**config.mk**
```make
export PLATFORM = sky130hd
export DESIGN_NAME = cu_fsm
export DESIGN_NICKNAME = d
export VERILOG_FILES = /design/src/rtl/otter_pkg.sv /design/src/rtl/cu_fsm.sv
export SDC_FILE = /design/constraint.sdc
export NUM_CORES = 1
export LEC_CHECK = 0
export CAP_MARGIN = 15
export CORE_AREA = 2 2 39 41
export DETAILED_ROUTE_END_ITERATION = 10
export DIE_AREA = 0 0 41 43
export PLACE_DENSITY = 0.55
export SLEW_MARGIN = 20
export SYNTH_ARGS = -nofsm -noshare
export SYNTH_HDL_FRONTEND = slang
export SYNTH_SLANG_ARGS = --single-unit
```
**constraint.sdc**
```tcl
create_clock -name CLK -period 4 [get_ports CLK]
set_input_delay 0.6 -clock CLK [delete_from_list [all_inputs] [get_ports CLK]]
set_output_delay 0.6 -clock CLK [all_outputs]
set_load 0.05 [all_outputs]
```
**src/rtl/otter_pkg.sv**
```systemverilog
// Shared types for the OTTER control unit.
// Holds the state and opcode encodings used by cu_fsm.
package otter_pkg;

  typedef enum logic [2:0] {
    ST_INIT  = 3'd0,
    ST_FETCH = 3'd1,
    ST_EXEC  = 3'd2,
    ST_WB    = 3'd3,
    ST_INTR  = 3'd4
  } state_t;

  typedef enum logic [6:0] {
    OPC_LOAD   = 7'b0000011,
    OPC_STORE  = 7'b0100011,
    OPC_BRANCH = 7'b1100011,
    OPC_OP     = 7'b0110011,
    OPC_OP_IMM = 7'b0010011,
    OPC_LUI    = 7'b0110111,
    OPC_AUIPC  = 7'b0010111,
    OPC_JAL    = 7'b1101111,
    OPC_JALR   = 7'b1100111,
    OPC_SYSTEM = 7'b1110011
  } opcode_t;

  localparam logic [2:0] F3_MRET  = 3'b000;
  localparam logic [2:0] F3_CSRRW = 3'b001;
  localparam logic [2:0] F3_CSRRS = 3'b010;
  localparam logic [2:0] F3_CSRRC = 3'b011;

endpackage

```
**src/rtl/cu_fsm.sv**
```systemverilog
// OTTER multicycle control unit.
// Registered state, combinational strobes from state and IR.
module cu_fsm
  import otter_pkg::*;
(
  input  logic       CLK,
  input  logic       RST,
  input  logic       intr,
  input  logic [6:0] ir_opcode,
  input  logic [2:0] ir_func,
  output logic       PCWrite,
  output logic       regWrite,
  output logic       memWE2,
  output logic       memRDEN1,
  output logic       memRDEN2,
  output logic       reset,
  output logic       csr_WE,
  output logic       int_taken,
  output logic       mret_exec
);

  state_t state;
  state_t next_state;
  opcode_t opc;

  assign opc = opcode_t'(ir_opcode);

  // State register; reset wins over every transition
  always_ff @(posedge CLK) begin
    if (RST) state <= ST_INIT;
    else     state <= next_state;
  end

  // Next-state and strobe decode
  always_comb begin
    next_state = ST_INIT;
    PCWrite    = 1'b0;
    regWrite   = 1'b0;
    memWE2     = 1'b0;
    memRDEN1   = 1'b0;
    memRDEN2   = 1'b0;
    reset      = 1'b0;
    csr_WE     = 1'b0;
    int_taken  = 1'b0;
    mret_exec  = 1'b0;
    unique case (state)
      ST_INIT: begin
        reset      = 1'b1;
        next_state = ST_FETCH;
      end
      ST_FETCH: begin
        memRDEN1   = 1'b1;
        next_state = ST_EXEC;
      end
      ST_EXEC: begin
        if (opc == OPC_LOAD) begin
          memRDEN2   = 1'b1;
          next_state = ST_WB;
        end else begin
          PCWrite    = 1'b1;
          next_state = intr ? ST_INTR : ST_FETCH;
          case (opc)
            OPC_STORE: memWE2 = 1'b1;
            OPC_OP, OPC_OP_IMM, OPC_LUI,
            OPC_AUIPC, OPC_JAL, OPC_JALR:
              regWrite = 1'b1;
            OPC_SYSTEM: begin
              case (ir_func)
                F3_MRET: mret_exec = 1'b1;
                F3_CSRRW, F3_CSRRS, F3_CSRRC: begin
                  regWrite = 1'b1;
                  csr_WE   = 1'b1;
                end
                default: ;
              endcase
            end
            default: ;
          endcase
        end
      end
      ST_WB: begin
        regWrite   = 1'b1;
        PCWrite    = 1'b1;
        next_state = intr ? ST_INTR : ST_FETCH;
      end
      ST_INTR: begin
        int_taken  = 1'b1;
        PCWrite    = 1'b1;
        next_state = ST_FETCH;
      end
      default: next_state = ST_INIT;
    endcase
  end

endmodule

```
==> results of run 1 <==
## power by group
part           total [mW]  switching, mW  leakage [nW]  internal, mW
registers          0.0355        0.00315        0.0247        0.0323
logic              0.0515         0.0280         0.127        0.0236
clock network      0.0514         0.0141        0.0150        0.0373
## Yosys cell counts (all sizes together)
cell type / instances / area [um2]
nor2: 6 / 22.5
nor3: 5 / 30.0
dfxtp: 3 / 60.1
inv: 2 / 7.51
nor4: 2 / 12.5
nor4b: 2 / 23.8
a211oi: 1 / 7.51
a31oi: 1 / 6.26
and4b: 1 / 10.0
nand2b: 1 / 8.76
nand3b: 1 / 7.51
nand4b: 1 / 8.76
nor3b: 1 / 7.51
o21ai: 1 / 5.00
o21bai: 1 / 7.51
o22ai: 1 / 6.26
or2: 1 / 6.26
or3: 1 / 11.3
or4: 1 / 7.51
or4bb: 1 / 11.3
## layout by cell type (no fill, tap or decap), drive strengths merged, types with 2 or more instances in the layout
master | Yosys | layout
clkdlybuf4s50 | 0 | 21
nor2 | 6 | 6
nor3 | 5 | 5
clkbuf | 0 | 4
dfxtp | 3 | 3
inv | 2 | 2
nor4 | 2 | 2
nor4b | 2 | 2
## worst max-delay path: cells and delay by family
family                 cells  cell delay (ps)
buffers and inverters      2             1310
and+or+nand+nor            4              950
## how the worst max path moves through the flow
| stage | end | depth (start not counted) | slack, ps | start |
|---|---|---|---|---|
| 2_1_floorplan | mret_exec | 4 | 690 | ir_opcode[1] |
| 3_3_place_gp | memWE2 | 6 | 550 | ir_opcode[0] |
| 3_5_place_dp | memWE2 | 6 | 550 | ir_opcode[0] |
| 4_1_cts | memWE2 | 6 | 530 | ir_opcode[1] |
| 5_1_grt | mret_exec | 6 | 430 | ir_opcode[1] |
| 6_report | memWE2 | 6 | 530 | ir_opcode[1] |
## layout make-up
type / instances / area share [%]
tap: 16 / 3.82
inverter: 2 / 1.43
sequential: 3 / 11.5
timing repair buffer: 21 / 40.1
clock buffer: 4 / 5.01
multi-input combinational: 29 / 38.2
## stage by stage
stage	util, %	area, um2	instances
4_1_cts	37.9	524	75
5_1_grt	37.9	524	75
3_3_place_gp	36.0	498	71
6_report	37.9	524	75
2_1_floorplan	-	268	34
3_5_place_dp	36.0	498	71
## layer usage
layer  GRT usage (%)  wire length [um]  part of all wire, %  up-vias
li1                -                 -                    -      184
met1            13.7               341                   44      154
met2            15.9               354                   45       20
met3            3.14                84                   11        0
met4            4.00                 0                    0        0
met5               0                 0                    0        -
## kinds of logic after synthesis
group           count (synthesis)  synth area share, %
flops                           3                 22.4
buf+inv                         2                 2.80
compound gates                  5                 12.2
simple gates                   24                 62.6
==> impl_metrics.tcl, run 1 <==
set metrics [dict create \
    syn_inst 34 \
    timing.critical_path.fanout_max 3 \
    drt_pass1_iterations 2 \
    max_stage_delay_ps 840 \
    final.hold.worst_slack_ps 596 \
    ys_ff_latch 3 \
    max_freq_ghz 0.289 \
    fin_total_pwr_uw 138 \
    fin_worst_skew_ps 3.58 \
    tightest_slew_ps 493 \
    finalCritPeriodShare_pct 86.6 \
    io_pins 22 \
    route.antenna.remaining_nets 0 \
    layout.nets 73 \
    setup_violating_endpoint_count_in_the_final_report 0 \
    number_of_standard_cell_rows_in_the_floorplan 14 \
    final-seq-area_um2 60.1 \
    worst-endpoint-arrival_ps 2870 \
    die_area_mm2 0.00176 \
    cts_num_sinks 3 \
    worst_supply_voltage_drop_on_vdd_uv 103 \
    critical_path.most_common_cell "sky130_fd_sc_hd__clkdlybuf4s50_1" \
    post-route-drc-count 0 \
    drt_first_iter_violations 6 \
    floorplan.initialDensity_pct 19.3 \
    status "finished clean" \
    worst_hold_path.endpoint "state[0]$_SDFF_PP0_" \
    synth_sequential_area_ratio_pct 22.4 \
    syn2layout_area_growth_pct 95.8 \
    grt_antenna_before_repair 0 \
    worst_reg2reg_path_startpoint "state[0]$_SDFF_PP0_" \
    detail_route.wirelength_um 780 \
    first_global_vias 337 \
    total_leakage_power_nw 0.167 \
    crit_path_cell_trace "clkdlybuf4s50_1 -> nand3b_1 -> or2_1 -> or3_4 -> nor4b_2 -> clkdlybuf4s50_1" \
    reg.largest.list "state: 3 flops" \
    overall_die_width_um 41 \
    pre_cts_ws_ps 554 \
    largest_register "state" \
    track_usage_pct 10.6 \
    final-hold-violation-count 0 \
    htree_num_levels 1 \
    post_cts_buffers 0 \
    routedWlPerCell_um 10.4 \
    design.core.area_mm2 0.00138 \
    port-buffer-count 21 \
    fillCellCount 159 \
    worst_slack_setup_final_ps 534 \
    ys_types 22 \
    clk-insertion-delay-late_ps 230 \
    slew_headroom_pct 67.1 \
    worst-r2r-setup-slack_ps 2700 \
    worstHoldPathCells 3 \
    synth-warning-count 0 \
    hpwlAfterDp_um 632 \
    grt_max_degree 7 \
    period_minus_slack_ps 3470 \
    grt_first_pass_wirelength_um 1320 \
    die_height_um 43 \
    syn_nets 47 \
    min_from "state[2]$_SDFF_PP0_" \
    netlist_area_um2 268 \
    worst_ep_required_time_ps 3400 \
    cts.path.max_buffers 2 \
    fin_setup_tns_ps 0 \
    place.gp.congestion 0.615 \
    path_clk_slew_ps 30 \
    clock_root_buffer_master "sky130_fd_sc_hd__clkbuf_4" \
    number_of_buffers_added_by_the_clock_tree_synthesis_step 3 \
    powerDensity_mw_per_mm2 264 \
    cts_tree "built" \
    via_per_inst 4.77 \
    max_cap_viol_count 0 \
    multiInputGateArea_um2 200 \
    antenna_cells_inserted 0 \
    worst_setup_path_class "primary input to output pin" \
    cts-resized-gates 0 \
    holdBufCountCts 0 \
    rsz0062_at_grt "no" \
    vias 358 \
    critical_path.slowest_cell "sky130_fd_sc_hd__clkdlybuf4s50_1" \
    hold_class "flip-flop to flip-flop" \
    slew_violations 0 \
    rr_endpoint "state[0]$_SDFF_PP0_" \
    setup.worst_path.end_class "output pin" \
    largest_register_ffs 3 \
    startpoint_type_of_the_worst_setup_path "primary input" \
    layout_cells_sized_above_1_pct 11.9 \
    synth_area_per_cell_um2 7.88 \
    r2r_cells 4 \
    gr-total-overflow 0 \
]
Power figures use the tool's default switching activity.
==> run 2, diff against run 1 <==
--- a/config.mk
+++ b/config.mk
@@ -9,6 +9,7 @@
 export CORE_AREA = 2 2 39 41
 export DETAILED_ROUTE_END_ITERATION = 10
 export DIE_AREA = 0 0 41 43
+export GPL_TIMING_DRIVEN = 0
 export PLACE_DENSITY = 0.55
 export SLEW_MARGIN = 20
 export SYNTH_ARGS = -nofsm -noshare
==> impl_metrics.tcl, run 2 (synthesis results as in run 1) <==
set metrics [dict create \
    status "finished clean" \
    rsz0062_at_grt "no" \
    worst-r2r-setup-slack_ps 2690 \
    final-hold-violation-count 0 \
    grt_max_degree 7 \
    source_of_the_critical_timing_path "ir_opcode[0]" \
    fin_worst_skew_ps 3.36 \
    reg.largest.list "state: 3 flops" \
    worst-endpoint-arrival_ps 2870 \
    crit_path_cell_trace "clkdlybuf4s50_1 -> nand3b_1 -> or2_1 -> or3_4 -> nor4b_2 -> clkdlybuf4s50_1" \
    routedWlPerCell_um 10.2 \
    via_per_inst 4.83 \
    max_freq_ghz 0.288 \
    antenna_cells_inserted 0 \
    port-buffer-count 21 \
    max_stage_delay_ps 840 \
    cts.path.max_buffers 2 \
    worst_supply_voltage_drop_on_vdd_uv 113 \
    cts-resized-gates 0 \
    cts_tree "built" \
    worst_setup_path_class "primary input to output pin" \
    post-route-drc-count 0 \
    holdBufCountCts 0 \
    syn2layout_area_growth_pct 95.8 \
    io_pins 22 \
    grt_antenna_before_repair 0 \
    r2r_cells 4 \
    slew_violations 0 \
    layout_common_cells "sky130_fd_sc_hd__clkdlybuf4s50_1, sky130_fd_sc_hd__nor2_1, sky130_fd_sc_hd__nor3_1, sky130_fd_sc_hd__clkbuf_4, sky130_fd_sc_hd__dfxtp_1" \
    first_global_vias 328 \
    worst_reg2reg_path_startpoint "state[0]$_SDFF_PP0_" \
    total_leakage_power_nw 0.167 \
    floorplan.initialDensity_pct 19.3 \
    startpoint_type_of_the_worst_setup_path "primary input" \
    period_minus_slack_ps 3470 \
    layout.cells.most_common "sky130_fd_sc_hd__clkdlybuf4s50_1" \
    worst_ep_required_time_ps 3400 \
    powerDensity_mw_per_mm2 264 \
    timing.critical_path.fanout_max 3 \
    critical_path.most_common_cell "sky130_fd_sc_hd__clkdlybuf4s50_1" \
    largest_register "state" \
    fin_setup_tns_ps 0 \
    number_of_standard_cell_rows_in_the_floorplan 14 \
    max_cap_viol_count 0 \
    detail_route.wirelength_um 765 \
    layout_cells_sized_above_1_pct 11.9 \
    finalCritPeriodShare_pct 86.7 \
    layout.nets 73 \
    critical_path.slowest_cell "sky130_fd_sc_hd__clkdlybuf4s50_1" \
    clock_root_buffer_master "sky130_fd_sc_hd__clkbuf_4" \
    route.antenna.remaining_nets 0 \
    die_area_mm2 0.00176 \
    track_usage_pct 9.91 \
    design.core.area_mm2 0.00138 \
    final_core_util_pct 37.9 \
    drt_first_iter_violations 7 \
    setup.worst_path.end_class "output pin" \
    number_of_buffers_added_by_the_clock_tree_synthesis_step 3 \
    post_cts_buffers 0 \
    drt_pass1_iterations 4 \
    die_height_um 43 \
    overall_die_width_um 41 \
    vias 362 \
    grt_first_pass_wirelength_um 1250 \
    place.gp.congestion 0.605 \
    setup_violating_endpoint_count_in_the_final_report 0 \
    worstSetupEndpoint "memWE2" \
    htree_num_levels 1 \
    tightest_slew_ps 502 \
    clk-insertion-delay-late_ps 230 \
    rr_endpoint "state[0]$_SDFF_PP0_" \
    path_clk_slew_ps 30 \
    largest_register_ffs 3 \
    gr-total-overflow 0 \
    slew_headroom_pct 66.4 \
    hold_class "flip-flop to flip-flop" \
    cts_num_sinks 3 \
]
[run 2: cell counts in the layout (fill, tap and decap cells not counted)]
No cell type changed its count.
[run 2: area by class of cell]
class / instances / area (um2)
inverter: 2 / 7.51
tap: 16 / 20.0
sequential: 3 / 60.1
fill: 152 / 860
multi-input combinational: 29 / 200
clock buffer: 4 / 26.3
timing repair buffer: 21 / 210
[run 2: where the power goes]
part	switching (mW)	internal, mW	total [mW]
clock network	0.0139	0.0372	0.0511
logic	0.0283	0.0236	0.0519
registers	0.00308	0.0323	0.0354
total	0.0452	0.0931	0.138
[run 2: worst min-delay path by stage]
stage | end | cells after the start | slack (ps) | start
6_report | state[0]$_SDFF_PP0_ | 3 | 590 | state[2]$_SDFF_PP0_
5_1_grt | state[1]$_SDFF_PP0_ | 3 | 650 | state[2]$_SDFF_PP0_
4_1_cts | state[0]$_SDFF_PP0_ | 3 | 590 | state[2]$_SDFF_PP0_
3_5_place_dp | state[0]$_SDFF_PP0_ | 3 | 580 | state[2]$_SDFF_PP0_
3_3_place_gp | state[0]$_SDFF_PP0_ | 3 | 580 | state[2]$_SDFF_PP0_
2_1_floorplan | state[0]$_SDFF_PP0_ | 3 | 530 | state[2]$_SDFF_PP0_
[run 2: worst max-delay path, delay by kind of cell]
| family | cells | cell delay (ps) |
|---|---|---|
| buffers and inverters | 2 | 1310 |
| and+or+nand+nor | 4 | 950 |
[run 2: stage by stage]
step	setup slack, ps	total power, mW	hold WS, ps	std cells	area, um2
final	534	0.138	588	75	524
after detailed placement	534	0.0876	584	71	498
after floorplan	693	0.0625	532	34	268
after CTS	517	0.141	592	75	524
after global placement	514	0.0877	582	71	498
after global routing	474	0.147	645	75	524
[run 2: metal layers]
| metal | track usage (%) | up-vias | part of all wire (%) |
|---|---|---|---|
| met1 | 12.7 | 153 | 44 |
| met5 | 0 | - | 0 |
| li1 | - | 186 | - |
| met3 | 3.14 | 0 | 13 |
| met2 | 15.6 | 23 | 44 |
| met4 | 2.00 | 0 | 0 |
==> run 3, diff against run 2 <==
--- a/config.mk
+++ b/config.mk
@@ -9,6 +9,7 @@
 export CORE_AREA = 2 2 39 41
 export DETAILED_ROUTE_END_ITERATION = 10
 export DIE_AREA = 0 0 41 43
+export GPL_ROUTABILITY_DRIVEN = 0
 export GPL_TIMING_DRIVEN = 0
 export PLACE_DENSITY = 0.55
 export SLEW_MARGIN = 20
==> results of run 3 <==
Same layout as run 2: the final DEF is identical, and so are final timing and power.
==> RTL change 1: new RTL, config.mk and constraints of run 2 <==
Add an input register stage for `ir_func`, cleared by the reset; this delays it by one clock. The other inputs are not delayed to match.
--- a/src/rtl/cu_fsm.sv
+++ b/src/rtl/cu_fsm.sv
@@ -20,2 +20,12 @@
 );
+
+  logic [2:0] ir_func_q;
+
+  always_ff @(posedge CLK) begin
+    if (RST) begin
+      ir_func_q <= '0;
+    end else begin
+      ir_func_q <= ir_func;
+    end
+  end
 
@@ -67,3 +77,3 @@
             OPC_SYSTEM: begin
-              case (ir_func)
+              case (ir_func_q)
                 F3_MRET: mret_exec = 1'b1;
Behaviour: not the same (Yosys sat finds a counterexample within 4 cycles, from zero or initial values and one cycle with RST high).
==> RTL change 1 against run 2 <==
  * Synthesized area grew 29%
  * Largest power group is now registers
  * Setup slack got worse by 0.00051 ns
  * Final area up 14%
  * Routed wire length rose by 9.0%
  * Die area did not move
  * Synthesized cell count increased by 18%
  * Sequential cell count is 3 higher
  * Critical endpoint unchanged
  * Total power increased by 25%
==> RTL change 1: results (changes against run 2) <==
global_routing:
  grt_usage_pct: 10.67  # +0.76 points
  grt_pass1_vias: 338  # +3.0%
  antenna_found_initial: 0  # unchanged
  grt_pass1_wl_mm: 1.221  # -2.2%
  grt_start_max_net_pins: 7  # unchanged
layout:
  diodes: 0  # unchanged
  reg_top3: "ir_func_q x3, state x3"
  nNetsFinal: 79  # +8.2%
  layout-drive-gt1-share_pct: 10.94  # -0.93 points
sta:
  relSlewSlack_pct: 67.01  # +0.60 points
  skew_ns: 0.00009939  # -0.003262 ns
synth:
  synth.distinct_cells: 23  # +4.5%
  syn_nets: 53  # +13%
  synth_common_cells: "dfxtp_1, nor2_1, nor3_1"
  ys_top_cells_by_area: "dfxtp_1, nor2_1, nor3_1"
  ys_seq_area_share_pct: 34.66  # +12 points
power_and_ir_drop:
  combPwrFrac_pct: 30.6  # -6.9 points
  ir_drop_v: 0.0001399  # +24%
  leakage_nw: 0.1970  # +18%
  powerClk_uw: 52.4  # +3%
  p_int_uw: 122.0  # +31%
cts:
  clockBufferDepth: 2  # unchanged
  cts_resized: 0  # unchanged
  htreeDepth: 1  # unchanged
  clk_latency_ns: 0.24
setup_path:
  reg2reg_depth: 4  # unchanged
  cp.arrival_ns: 2.87  # about the same
  crit_path_max_incr_delay_ns: 0.83
  worstPathMaxFanout: 3  # unchanged
drt:
  drt_iter0_drc: 5  # -2
  first_pass_iters: 2  # -2
  routed-via-count: 376  # +3.9%
  wl_um: 834  # +9.0%
placement:
  gp_congestion: 0.7750  # +28%
  dpl_worst_slack_ns: 0.5416  # +0.008126 ns
  hpwl_um: 683.2
  portBuffers: 21  # unchanged
outcome:
  status: "complete, no violations"
-- RTL change 1: cell types whose count changed after synthesis, sizes merged --
cell          run 2  this run
dfxtp             3         6
nor2b             0         3
-- RTL change 1: routing by layer --
layer | routed length (um) | share of wire, % | up-vias | track usage [%]
met4 | 0 | 0 | 0 | 14.00
met5 | 0 | 0 | - | 0
li1 | - | - | 203 | -
met3 | 79 | 9.5 | 0 | 1.047
met1 | 357 | 43 | 160 | 11.69
met2 | 397 | 48 | 13 | 14.69
-- RTL change 1: final cells by class --
cell class	count	area [um2]
Fill cell	151	784.5
Multi-Input combinational cell	32	219.0
Timing Repair Buffer	21	210.2
Sequential cell	6	120.1
Clock buffer	3	22.52
Tap cell	16	20.02
Inverter	2	7.507
-- RTL change 1: logic make-up after synthesis --
family          after synthesis  share of synthesized area, %
simple gates                 27                         53.79
flops                         6                         34.66
compound gates                5                         9.389
buf+inv                       2                         2.167
-- RTL change 1: path summary, 6_finish.rpt --
check	from	endpoint	slack (ns)
max	ir_opcode[1]	memWE2	0.53
min	state[2]	state[0]	0.57
max reg2reg	state[0]	state[0]	2.64
min reg2reg	state[2]	state[0]	0.57
-- RTL change 1: per-stage QoR --
stage | cells | instance area (um2) | util (%) | hold slack (ns) | power [mW]
floorplan | 40 | 346.6 | - | 0.5318 | 0.09625
global placement | 77 | 576.8 | 41.68 | 0.5685 | 0.1221
detailed placement | 77 | 576.8 | 41.68 | 0.5632 | 0.1214
CTS | 80 | 599.3 | 43.31 | 0.5750 | 0.1774
global route | 80 | 599.3 | 43.31 | 0.6167 | 0.1824
finish | 80 | 599.3 | 43.31 | 0.5702 | 0.1727
==> RTL change 2: new RTL, flow settings as in run 2 <==
Without the edit above. Re-encode `state_t` (5 states) as one-hot, 5 bits wide.
--- a/src/rtl/otter_pkg.sv
+++ b/src/rtl/otter_pkg.sv
@@ -4,8 +4,8 @@
 
-  typedef enum logic [2:0] {
-    ST_INIT  = 3'd0,
-    ST_FETCH = 3'd1,
-    ST_EXEC  = 3'd2,
-    ST_WB    = 3'd3,
-    ST_INTR  = 3'd4
+  typedef enum logic [4:0] {
+    ST_INIT  = 5'b00001,
+    ST_FETCH = 5'b00010,
+    ST_EXEC  = 5'b00100,
+    ST_WB    = 5'b01000,
+    ST_INTR  = 5'b10000
   } state_t;
Formal check against the unedited RTL: no difference found for any inputs over 10 cycles, from zero or initial values and one cycle with RST high; not proved beyond that.
==> RTL change 2 against run 2 <==
  * Routed wire length increased by 27%
  * Setup slack improved by 0.21 ns
  * Synthesized cell count grew 38%
  * Sequential cell count increased by 2
  * Final area rose by 23%
  * Synthesized area up 45%
  * Count of clock-buffer cells in the layout shrank 1
  * Total power rose by 87%
  * Largest power group unchanged
==> RTL change 2: results (changes against run 2) <==
synth:
  ys_seq_area_share_pct: 25.81  # +3.4 points
  yosys.area_share.xor_xnor_pct: 2.258  # +2.3 points
  synth.distinct_cells: 32  # +45%
  synth_common_cells: "dfxtp_1, nor2_1, inv_1, nor3_1"
  synth-compound-area-share_pct: 17.10  # +4.9 points
layout:
  layout-drive-gt1-share_pct: 19.44  # +7.6 points
  reg_top3: "state x5"
hold_path:
  whs_endpoint: "state[3]"
  min_path_cells: 2  # -1
drt:
  drt_iter0_drc: 5  # -2
  wl_um: 969  # +27%
  first_pass_iters: 3  # -1
  wl_per_cell_um: 11.01  # +8.0%
  routed-via-count: 457  # +26%
setup_path:
  r2r_slack_ns: 2.76  # +0.07 ns
  crit_path_max_incr_delay_ns: 0.69  # -0.15 ns
  r2r_start: "state[3]"
  r2r_end: "state[4]"
  cp.arrival_ns: 2.66  # -0.21 ns
global_routing:
  grt_usage_pct: 13.86  # +3.9 points
  grt_pass1_vias: 447  # +36%
power_and_ir_drop:
  pg_seq_uw: 74.2  # +110%
  ir_drop_v: 0.0002943  # +160%
  leakage_nw: 0.2474  # +48%
  finalPower_uw: 258.4  # +87%
placement:
  dpl_worst_slack_ns: 0.7416  # +0.2081 ns
sta:
  skew_ns: 0.005453  # +0.002091 ns
outcome:
  status: "complete, no violations"
-- RTL change 2: cell types whose count changed after synthesis, sizes merged, moves of 2 or more --
cell    delta
nand3      +3
dfxtp      +2
nand2      +2
nor4b      -2
o211ai     +2
-- RTL change 2: worst max path at each step --
stage	slack [ns]	cells after the start	from	to
after floorplan	1.19	3	ir_opcode[2]	memRDEN2
after global placement	0.70	6	ir_opcode[3]	PCWrite
after detailed placement	0.74	6	ir_opcode[2]	PCWrite
after CTS	0.74	6	ir_opcode[2]	PCWrite
after global routing	0.64	6	ir_opcode[3]	regWrite
final	0.74	6	ir_opcode[2]	PCWrite
-- RTL change 2: worst register-to-register path: cells and delay by family, from the launching register on --
| family | cells | cell delay, ns |
|---|---|---|
| DFF | 1 | 0.37 |
| and+or+nand+nor | 3 | 0.50 |
| AOI/OAI and AO/OA | 1 | 0.28 |
-- RTL change 2: layer usage --
layer,track usage (%),vias to the layer above,wire length [um]
met4,8.667,0,11
met1,16.08,217,397
met5,0,-,0
li1,-,229,-
met3,3.141,2,38
met2,21.56,9,522
-- RTL change 2: stage by stage --
step / hold slack, ns / cell area (um2) / util [%]
global placement: 0.5780 / 618.1 / 44.67
finish: 0.5735 / 645.6 / 46.65
floorplan: 0.5136 / 387.9 / -
detailed placement: 0.5773 / 618.1 / 44.67
global route: 0.6160 / 645.6 / 46.65
CTS: 0.5754 / 645.6 / 46.65
-- RTL change 2: final cells by class --
cell class / count / area [um2]
Clock buffer: 3 / 22.52
Clock inverter: 1 / 5.005
Fill cell: 151 / 738.2
Inverter: 3 / 11.26
Multi-Input combinational cell: 39 / 276.5
Sequential cell: 5 / 100.1
Tap cell: 16 / 20.02
Timing Repair Buffer: 21 / 210.2
